[config.mk]
export PLATFORM = sky130hd
export DESIGN_NAME = bit_secme_birimi
export DESIGN_NICKNAME = d
export VERILOG_FILES = /design/src/rtl/bit_secme_birimi_pkg.sv /design/src/rtl/bit_secme_birimi_parca_secici.sv /design/src/rtl/bit_secme_birimi.sv
export SDC_FILE = /design/constraint.sdc
export NUM_CORES = 1
export LEC_CHECK = 0
export CORE_AREA = 2 2 93 73
export DETAILED_ROUTE_END_ITERATION = 8
export DIE_AREA = 0 0 95 75
export GPL_TIMING_DRIVEN = 1
export PLACE_DENSITY = 0.85
export SYNTH_ARGS = -nofsm -noshare
export SYNTH_HDL_FRONTEND = slang
export SYNTH_SLANG_ARGS = --single-unit
[constraint.sdc]
create_clock -name clk_i -period 11.92 [get_ports clk_i]
set_input_delay 2.384 -clock clk_i [delete_from_list [all_inputs] [get_ports clk_i]]
set_output_delay 2.384 -clock clk_i [all_outputs]
set_load 0.02 [all_outputs]
[src/rtl/bit_secme_birimi_pkg.sv]
// Shared definitions for the select unit: FSM state encoding, not-found index
// and the chunk-width legality helper.
package bit_secme_birimi_pkg;

    typedef enum logic [1:0] {
        BOSTA = 2'b00,
        TARA  = 2'b01,
        BITTI = 2'b10
    } durum_t;

    localparam logic [5:0] BULUNAMADI_INDEKS = 6'd32;

    function automatic bit parca_genisligi_gecerli(input int genislik);
        return (genislik == 4) || (genislik == 8) || (genislik == 16);
    endfunction

endpackage

[src/rtl/bit_secme_birimi_parca_secici.sv]
// Combinational chunk selector: population count of the chunk, and the position
// of the sira_i-th set bit (LSB first) when the chunk holds enough set bits.
module parca_secici #(
    parameter int GENISLIK = 8,
    parameter int POS_W    = $clog2(GENISLIK)
) (
    input  logic [GENISLIK-1:0] parca_i,
    input  logic [4:0]          sira_i,
    output logic [4:0]          sayi_o,
    output logic                isabet_o,
    output logic [POS_W-1:0]    konum_o
);

    logic [4:0] sayac;

    // The running count only equals sira_i at one set bit, so the hit is unique.
    always_comb begin
        sayac    = 5'd0;
        isabet_o = 1'b0;
        konum_o  = '0;
        for (int i = 0; i < GENISLIK; i++) begin
            if (parca_i[i]) begin
                if (sayac == sira_i) begin
                    isabet_o = 1'b1;
                    konum_o  = POS_W'(i);
                end
                sayac = sayac + 5'd1;
            end
        end
        sayi_o = sayac;
    end

endmodule

[src/rtl/bit_secme_birimi.sv]
// Iterative select unit: index of the k-th set bit of a 32-bit word, one chunk per cycle.
// Define BIT_SECME_ERKEN_CIKIS_EN to stop at the hit chunk; default is constant-time.
module bit_secme_birimi
    import bit_secme_birimi_pkg::*;
#(
    parameter int PARCA_GENISLIGI = 8
) (
    input  logic        clk_i,
    input  logic        rst_i,
    input  logic        basla_i,
    input  logic [31:0] deger_i,
    input  logic [4:0]  sira_i,
    output logic        hazir_o,
    output logic        gecerli_o,
    output logic [5:0]  sonuc_o,
    output logic        bulunamadi_o
);

    localparam int PARCA_SAYISI = 32 / PARCA_GENISLIGI;
    localparam int SAYAC_W      = $clog2(PARCA_SAYISI);
    localparam int POS_W        = $clog2(PARCA_GENISLIGI);

    if (!parca_genisligi_gecerli(PARCA_GENISLIGI)) begin : g_hatali_genislik
        $error("PARCA_GENISLIGI must be 4, 8 or 16");
    end

    durum_t             durum_q, durum_d;
    logic [31:0]        veri_q, veri_d;
    logic [4:0]         kalan_q, kalan_d;
    logic [SAYAC_W-1:0] parca_q, parca_d;
    logic               bulundu_q, bulundu_d;
    logic [5:0]         indeks_q, indeks_d;
    logic [5:0]         sonuc_q, sonuc_d;
    logic               bulunamadi_q, bulunamadi_d;

    logic [4:0]         parca_sayi;
    logic               parca_isabet;
    logic [POS_W-1:0]   parca_konum;
    logic               yeni_isabet;
    logic               son_parca;
    logic               bitir;
    logic               kabul;
    logic [5:0]         aday_indeks;

    // The word is shifted down each cycle so the current chunk is always the low bits.
    parca_secici #(
        .GENISLIK (PARCA_GENISLIGI),
        .POS_W    (POS_W)
    ) u_parca_secici (
        .parca_i  (veri_q[PARCA_GENISLIGI-1:0]),
        .sira_i   (kalan_q),
        .sayi_o   (parca_sayi),
        .isabet_o (parca_isabet),
        .konum_o  (parca_konum)
    );

    assign kabul       = basla_i && (durum_q != TARA);
    assign yeni_isabet = parca_isabet && !bulundu_q;
    assign son_parca   = (parca_q == SAYAC_W'(PARCA_SAYISI - 1));
    assign aday_indeks = 6'({parca_q, parca_konum});

`ifdef BIT_SECME_ERKEN_CIKIS_EN
    assign bitir = son_parca || yeni_isabet;
`else
    assign bitir = son_parca;
`endif

    always_comb begin
        durum_d      = durum_q;
        veri_d       = veri_q;
        kalan_d      = kalan_q;
        parca_d      = parca_q;
        bulundu_d    = bulundu_q;
        indeks_d     = indeks_q;
        sonuc_d      = sonuc_q;
        bulunamadi_d = bulunamadi_q;

        case (durum_q)
            TARA: begin
                veri_d  = veri_q >> PARCA_GENISLIGI;
                parca_d = parca_q + SAYAC_W'(1);
                if (yeni_isabet) begin
                    bulundu_d = 1'b1;
                    indeks_d  = aday_indeks;
                end else if (!bulundu_q) begin
                    kalan_d = kalan_q - parca_sayi;
                end
                // Outputs change only when the result is published, not mid-scan.
                if (bitir) begin
                    durum_d      = BITTI;
                    sonuc_d      = yeni_isabet ? aday_indeks :
                                   (bulundu_q ? indeks_q : BULUNAMADI_INDEKS);
                    bulunamadi_d = !(yeni_isabet || bulundu_q);
                end
            end
            BITTI:   durum_d = BOSTA;
            default: durum_d = BOSTA;
        endcase

        if (kabul) begin
            durum_d   = TARA;
            veri_d    = deger_i;
            kalan_d   = sira_i;
            parca_d   = '0;
            bulundu_d = 1'b0;
        end
    end

    always_ff @(posedge clk_i or posedge rst_i) begin
        if (rst_i) begin
            durum_q      <= BOSTA;
            veri_q       <= '0;
            kalan_q      <= '0;
            parca_q      <= '0;
            bulundu_q    <= 1'b0;
            indeks_q     <= '0;
            sonuc_q      <= '0;
            bulunamadi_q <= 1'b0;
        end else begin
            durum_q      <= durum_d;
            veri_q       <= veri_d;
            kalan_q      <= kalan_d;
            parca_q      <= parca_d;
            bulundu_q    <= bulundu_d;
            indeks_q     <= indeks_d;
            sonuc_q      <= sonuc_d;
            bulunamadi_q <= bulunamadi_d;
        end
    end

    assign hazir_o      = (durum_q != TARA);
    assign gecerli_o    = (durum_q == BITTI);
    assign sonuc_o      = sonuc_q;
    assign bulunamadi_o = bulunamadi_q;

endmodule

# Word-level counts from Yosys, hierarchy flattened
# Index checks and enable logic that the tools add are counted.
# totals
ff_bits	54
inputBits	40
out_inout_bits	9
wordCells	97
# classes
addsub	9
n_eq_ne	14
muxes	54
n_reduce_logical	12
# ops
cell	count
32-bit 2-to-1 mux	2
5-bit 2-to-1 mux	11
3-bit 2-to-1 mux	13
5-bit by 1-bit adder with 5-bit output, second input constant	6
5-bit == test	6
1-bit 2-to-1 mux	21
6-bit 2-to-1 mux	2
2-bit 2-to-1 mux	5
2-bit by 1-bit inequality test with 1-bit output, second input constant	3
2-bit AND reduction	3
1-bit by 5-bit == test with 1-bit output	1
5-bit zero test	1
5-bit subtractor	1
2-bit == test, second input constant	2
2-bit nonzero test	2
3-bit inequality test, second input constant	1
3-bit AND reduction	1
1-bit by 1-bit adder with 2-bit output, second input constant	1
2-bit by 1-bit adder with 2-bit output, second input constant	1
2-bit by 1-bit == test with 1-bit output, second input constant	1
1-bit logical AND	2
1-bit zero test	2
1-bit logical OR	1

# Depth between registers and ports, before layout
# depth
depth_word	21
mapped_depth	30
mapped_depth_nobuf	30

# Modules after synthesis
# Synthesis repeated with hierarchy kept, for this count alone.
# unflattened
cells_unflattened	386
hier_area_um2	3495.9
# by_module_without_submodules
module	instances	cells_per_inst	area_each_um2	seq_area_each_um2
bit_secme_birimi	1	244	2491.1	1326.3
parca_secici	1	142	1004.7	0.0

# Least setup slack after synthesis
# Ideal clock, no wire load.
# synth_path
kind	register to register
start	reg veri_q[0]
end	reg kalan_q[4]
setup_time_ns	0.128
arrival_time_ns	5.353
required_ns	11.792
setup_slack_ns	6.439
path_stages_with_launch	30
n_path_buf	0
period_less_slack_ns	5.481
cell_sequence	dfrtp_1 -> ha_1 -> nor2b_1 -> or2_2 -> ha_1 -> nand2b_1 -> o31a_1 -> ha_1 -> mux2i_1 -> nor2_1 -> ha_1 -> nand2_1 -> o21ai_0 -> nor2_1 -> inv_1 -> ha_1 -> nand2b_1 -> o31ai_1 -> inv_1 -> ha_1 -> nand2_1 -> o21ai_0 -> fa_1 -> inv_1 -> a21o_1 -> a21oi_1 -> xnor3_1 -> a221oi_1 -> nor3_1 -> mux2_1
# synth_via
elab_chain_cells	20
elab_cells_between_ends	45
classes_between	add/sub (8); eq/ne (8); mux (27); reduce/logical (2)
# synth_lines
item	line	rtl
from (decl)	bit_secme_birimi.sv:28	logic [31:0] veri_q, veri_d;
from (signal assigned)	bit_secme_birimi.sv:121	veri_q <= veri_d;
1-bit 2-to-1 mux	bit_secme_birimi_parca_secici.sv:22	if (parca_i[i]) begin
1-bit by 1-bit adder with 2-bit output	bit_secme_birimi_parca_secici.sv:27	sayac = sayac + 5'd1;
5-bit 2-to-1 mux	bit_secme_birimi_parca_secici.sv:22	
5-bit by 1-bit adder with 5-bit output	bit_secme_birimi_parca_secici.sv:27	
5-bit 2-to-1 mux	bit_secme_birimi_parca_secici.sv:22	
5-bit by 1-bit adder with 5-bit output	bit_secme_birimi_parca_secici.sv:27	
5-bit 2-to-1 mux	bit_secme_birimi_parca_secici.sv:22	
5-bit by 1-bit adder with 5-bit output	bit_secme_birimi_parca_secici.sv:27	
[... 4 more ...]	n/a	
5-bit 2-to-1 mux	bit_secme_birimi_parca_secici.sv:22	
5-bit by 1-bit adder with 5-bit output	bit_secme_birimi_parca_secici.sv:27	
5-bit 2-to-1 mux	bit_secme_birimi_parca_secici.sv:22	
5-bit subtractor	bit_secme_birimi.sv:86	kalan_d = kalan_q - parca_sayi;
5-bit 2-to-1 mux	bit_secme_birimi.sv:85	end else if (!bulundu_q) begin
5-bit 2-to-1 mux	bit_secme_birimi.sv:82	if (yeni_isabet) begin
5-bit 2-to-1 mux	bit_secme_birimi.sv:78	case (durum_q)
5-bit 2-to-1 mux	bit_secme_birimi.sv:100	if (kabul) begin
to (signal assigned)	bit_secme_birimi.sv:122	kalan_q <= kalan_d;
to (decl)	bit_secme_birimi.sv:29	logic [4:0] kalan_q, kalan_d;
# Parallel ways exist; a longest one is shown, timed or not. The select of a mux whose other input is x is not followed.
# A chain may end at the register's enable or synchronous reset.

# Final worst setup path
# Ends and elaborated chain as after synthesis.

==> qor.txt <==
Clock Sinks: 53
all-layer global routing usage: 0.239
unrepaired setup endpoints after global routing: no
reported leakage power: 1.90 nW
Tcrit/Tclk final: 0.523
total number of H-tree levels: 2
hold depth: 2
startpoint of the worst-slack reg-to-reg timing path: veri_q[0]$_DFFE_PP0P_
shortest period the worst path allows: 6.23 ns
worst-case clock skew: 0.00738 ns
Placement Setup Slack: 5.83 ns
DIE HEIGHT: 75 um
number of maximum-capacitance constraint violations: 0
post_cts resized: 0
setup TNS: 0 ns
fin. max-slew vios: 0
drt total wl: 7900 um
number of top-level design ports: 49
area of the die: 0.00713 mm^2
fraction of the yosys area taken by sequential cells: 0.367
area of the multi-input gates: 0.00212 mm^2
startpoint of the tightest hold check path: veri_q[24]$_DFFE_PP0P_
worst voltage drop across the vdd grid: 0.146 mV
via density per instance: 5.84
remaining antenna violation count after routing: 0
Hold EP: veri_q[16]$_DFFE_PP0P_
Post-synth ARST share: 1.00
fill cell count: 486
critical path start-end classification: flop to flop
CP Data Arrival Time: 6.43 ns
Remaining DRCs: 0
Synth-to-Final Area Change: 15.9%
Power per Cell Area: 313 mW/mm^2
Initial Util: 0.587
timing-limited maximum frequency: 160 MHz
Post-DP HPWL: 5800 um
number of inserted diodes: 0
Crit path largest cell delay: 0.48 ns
worst-case register-to-register setup slack: 5.69 ns
mean instance size in the synthesized netlist: 9.47 um^2
FF-to-FF path depth: 29
Setup crit start kind: flop
Yosys warnings: 0
Final Setup Violations: 0
CTS tree: done
maximum number of pins on one net before global-route repair: 62
final worst slack: 5.69 ns
CP dominant cell by count: ha_1
measured slew at the worst slew-check pin: 1.09 ns
vias in the first global route: 2737
result of the run: finished, final reports clean
num rows: 25
number of iterations in the first detailed-routing pass: 4
maximum fanout along the worst path: 6
total grt overflow: 0
capturing element type of the critical path: flop
flop and latch count out of synthesis: 53
Required @ worst endpoint: 12.12 ns
layout net count: 465
area taken by flip-flops and latches: 0.00133 mm^2
Starting DRT DRC Count: 135
most used flip-flop cell after synthesis: dfrtp_1
antenna violations before repair: 0
non-filler cells, final: 493
final hold vios: 0
number of enable flip-flop cells after synthesis: 0
synth unique cells: 61
number of buffers inserted by hold repair at cts: 0
routed wire length per instance: 16.0 um
instance count of the mapped netlist: 382
number of buffers created by CTS: 5
via count: 2881
clock transition at the registers of the reported paths: 0.09 ns
post-synthesis net count: 435
core area: 0.00616 mm^2
number of buffers added on ports: 48
worst rel slew slack: 0.269
worst flop-to-flop path endpoint: kalan_q[4]$_DFFE_PP0P_
clock latency of the later-clocked register in the worst-skew pair: 0.31 ns
dpl cells: 486
clk root buf: clkbuf_8
Post-Synthesis Cell Area: 0.00362 mm^2
Worst path slowest cell: fa_1
class of the worst hold path: flop to flop
Final Wtd Congestion: 0.946
overall die width: 95 um
number of buffers inserted to repair setup after CTS: 0
first-pass GRT wire length: 13000 um
largest buffer count on any clock path: 2
share of cells above drive strength 1: 0.0461
==> sequential cells by signal (all words and copies together) (netlist names) <==
register,cells
veri_q,32
bulundu_q,1
durum_q,2
indeks_q,5
sonuc_o,6
kalan_q,5
parca_q,2
==> area by class of cell <==
class / count / area share
clock buffer: 5 / 0.0164
tap: 81 / 0.0242
inverter: 17 / 0.0152
timing repair buffer: 48 / 0.113
clock inverter: 2 / 0.00836
sequential: 53 / 0.316
multi-input combinational: 287 / 0.506
==> placed cells by master, fill, tap and decap left out, types with 9 or more instances in the layout <==
cell | synthesis | routed
a21oi_1 | 9 | 9
clkdlybuf4s50_1 | 0 | 47
dfrtp_1 | 53 | 53
ha_1 | 12 | 12
inv_1 | 17 | 16
mux2i_1 | 36 | 36
nand2_1 | 49 | 49
nor2_1 | 24 | 24
o21ai_0 | 36 | 36
xnor2_1 | 18 | 18
xor2_1 | 12 | 12
==> cell families (layout without fill, tap and decap cells) <==
group	count (synthesis)	after routing	synth area share
AOI/OAI and AO/OA	79	79	0.149
xor gates and xnor gates	37	37	0.114
adders and majority gates	14	14	0.0498
buffers and inverters	42	72	0.0491
DFF	53	53	0.367
muxes	41	41	0.115
and+or+nand+nor	116	116	0.156
==> through the flow <==
| stage | hold slack [ns] | area, um^2 | total power, mW | util |
|---|---|---|---|---|
| final | 0.489 | 4190 | 1.31 | 0.680 |
| after global routing | 0.512 | 4190 | 1.45 | 0.680 |
| after CTS | 0.493 | 4190 | 1.32 | 0.680 |
| after detailed placement | 0.468 | 4090 | 1.19 | 0.664 |
| after global placement | 0.460 | 4090 | 1.14 | 0.664 |
| after floorplan | 0.449 | 3620 | 1.01 | - |
==> worst max-delay path, delay by kind of cell, from the launching register on <==
family                     cells  cell delay [ns]
AOI/OAI and AO/OA              7             1.02
xor gates and xnor gates       1             0.20
adders and majority gates      7             2.28
buffers and inverters          3             0.28
DFF                            1             0.42
muxes                          2             0.52
and+or+nand+nor                9             1.41
==> Yosys cell counts, drive strengths merged (2+ instances only) <==
cell	count	area [um^2]
xnor2	19	174
nand4b	3	26.3
xnor3	6	135
a31oi	3	18.8
and3	6	37.5
and2	3	18.8
o41ai	2	17.5
dfrtp	53	1330
o31ai	6	45.0
nand2b	4	25.0
a21o	3	22.5
ha	12	150
nand3	3	15.0
o31a	2	18.8
xor2	12	105
mux2	5	56.3
inv	17	63.8
clkbuf	18	67.6
o32a	2	20.0
buf	7	46.3
a21oi	9	45.0
o21ai	37	189
or2	2	12.5
mux2i	36	360
nor2	24	90.1
a2111o	2	22.5
nand2	49	184
o211ai	2	20.0
nor2b	6	37.5
nor3	5	25.0
==> power by group <==
group	internal (mW)	switching (mW)	total [mW]	leakage, nW
registers	0.257	0.0877	0.344	0.684
logic	0.393	0.458	0.851	1.16
clock network	0.0611	0.0580	0.119	0.0540
total	0.711	0.603	1.31	1.90
==> worst max-delay path by stage <==
stage                          startpoint                      to  slack (ns)  depth (start not counted)
floorplan           veri_q[0]$_DFFE_PP0P_  kalan_q[4]$_DFFE_PP0P_        6.44                         29
global placement    veri_q[0]$_DFFE_PP0P_  kalan_q[4]$_DFFE_PP0P_        6.18                         29
detailed placement  veri_q[0]$_DFFE_PP0P_  kalan_q[4]$_DFFE_PP0P_        5.83                         29
CTS                 veri_q[0]$_DFFE_PP0P_  kalan_q[4]$_DFFE_PP0P_        5.80                         29
global route        veri_q[0]$_DFFE_PP0P_  kalan_q[4]$_DFFE_PP0P_        5.32                         29
finish              veri_q[0]$_DFFE_PP0P_  kalan_q[4]$_DFFE_PP0P_        5.69                         29
==> per-layer routing <==
layer / wire length (um) / vias to the layer above / share of wire / track usage
li1: - / 1400 / - / -
met1: 3490 / 1398 / 0.44 / 0.316
met3: 373 / 12 / 0.047 / 0.0470
met5: 0 / - / 0 / 0
met2: 3900 / 71 / 0.49 / 0.400
met4: 131 / 0 / 0.017 / 0.0870
No activity file was read; power rests on OpenSTA's default activity.
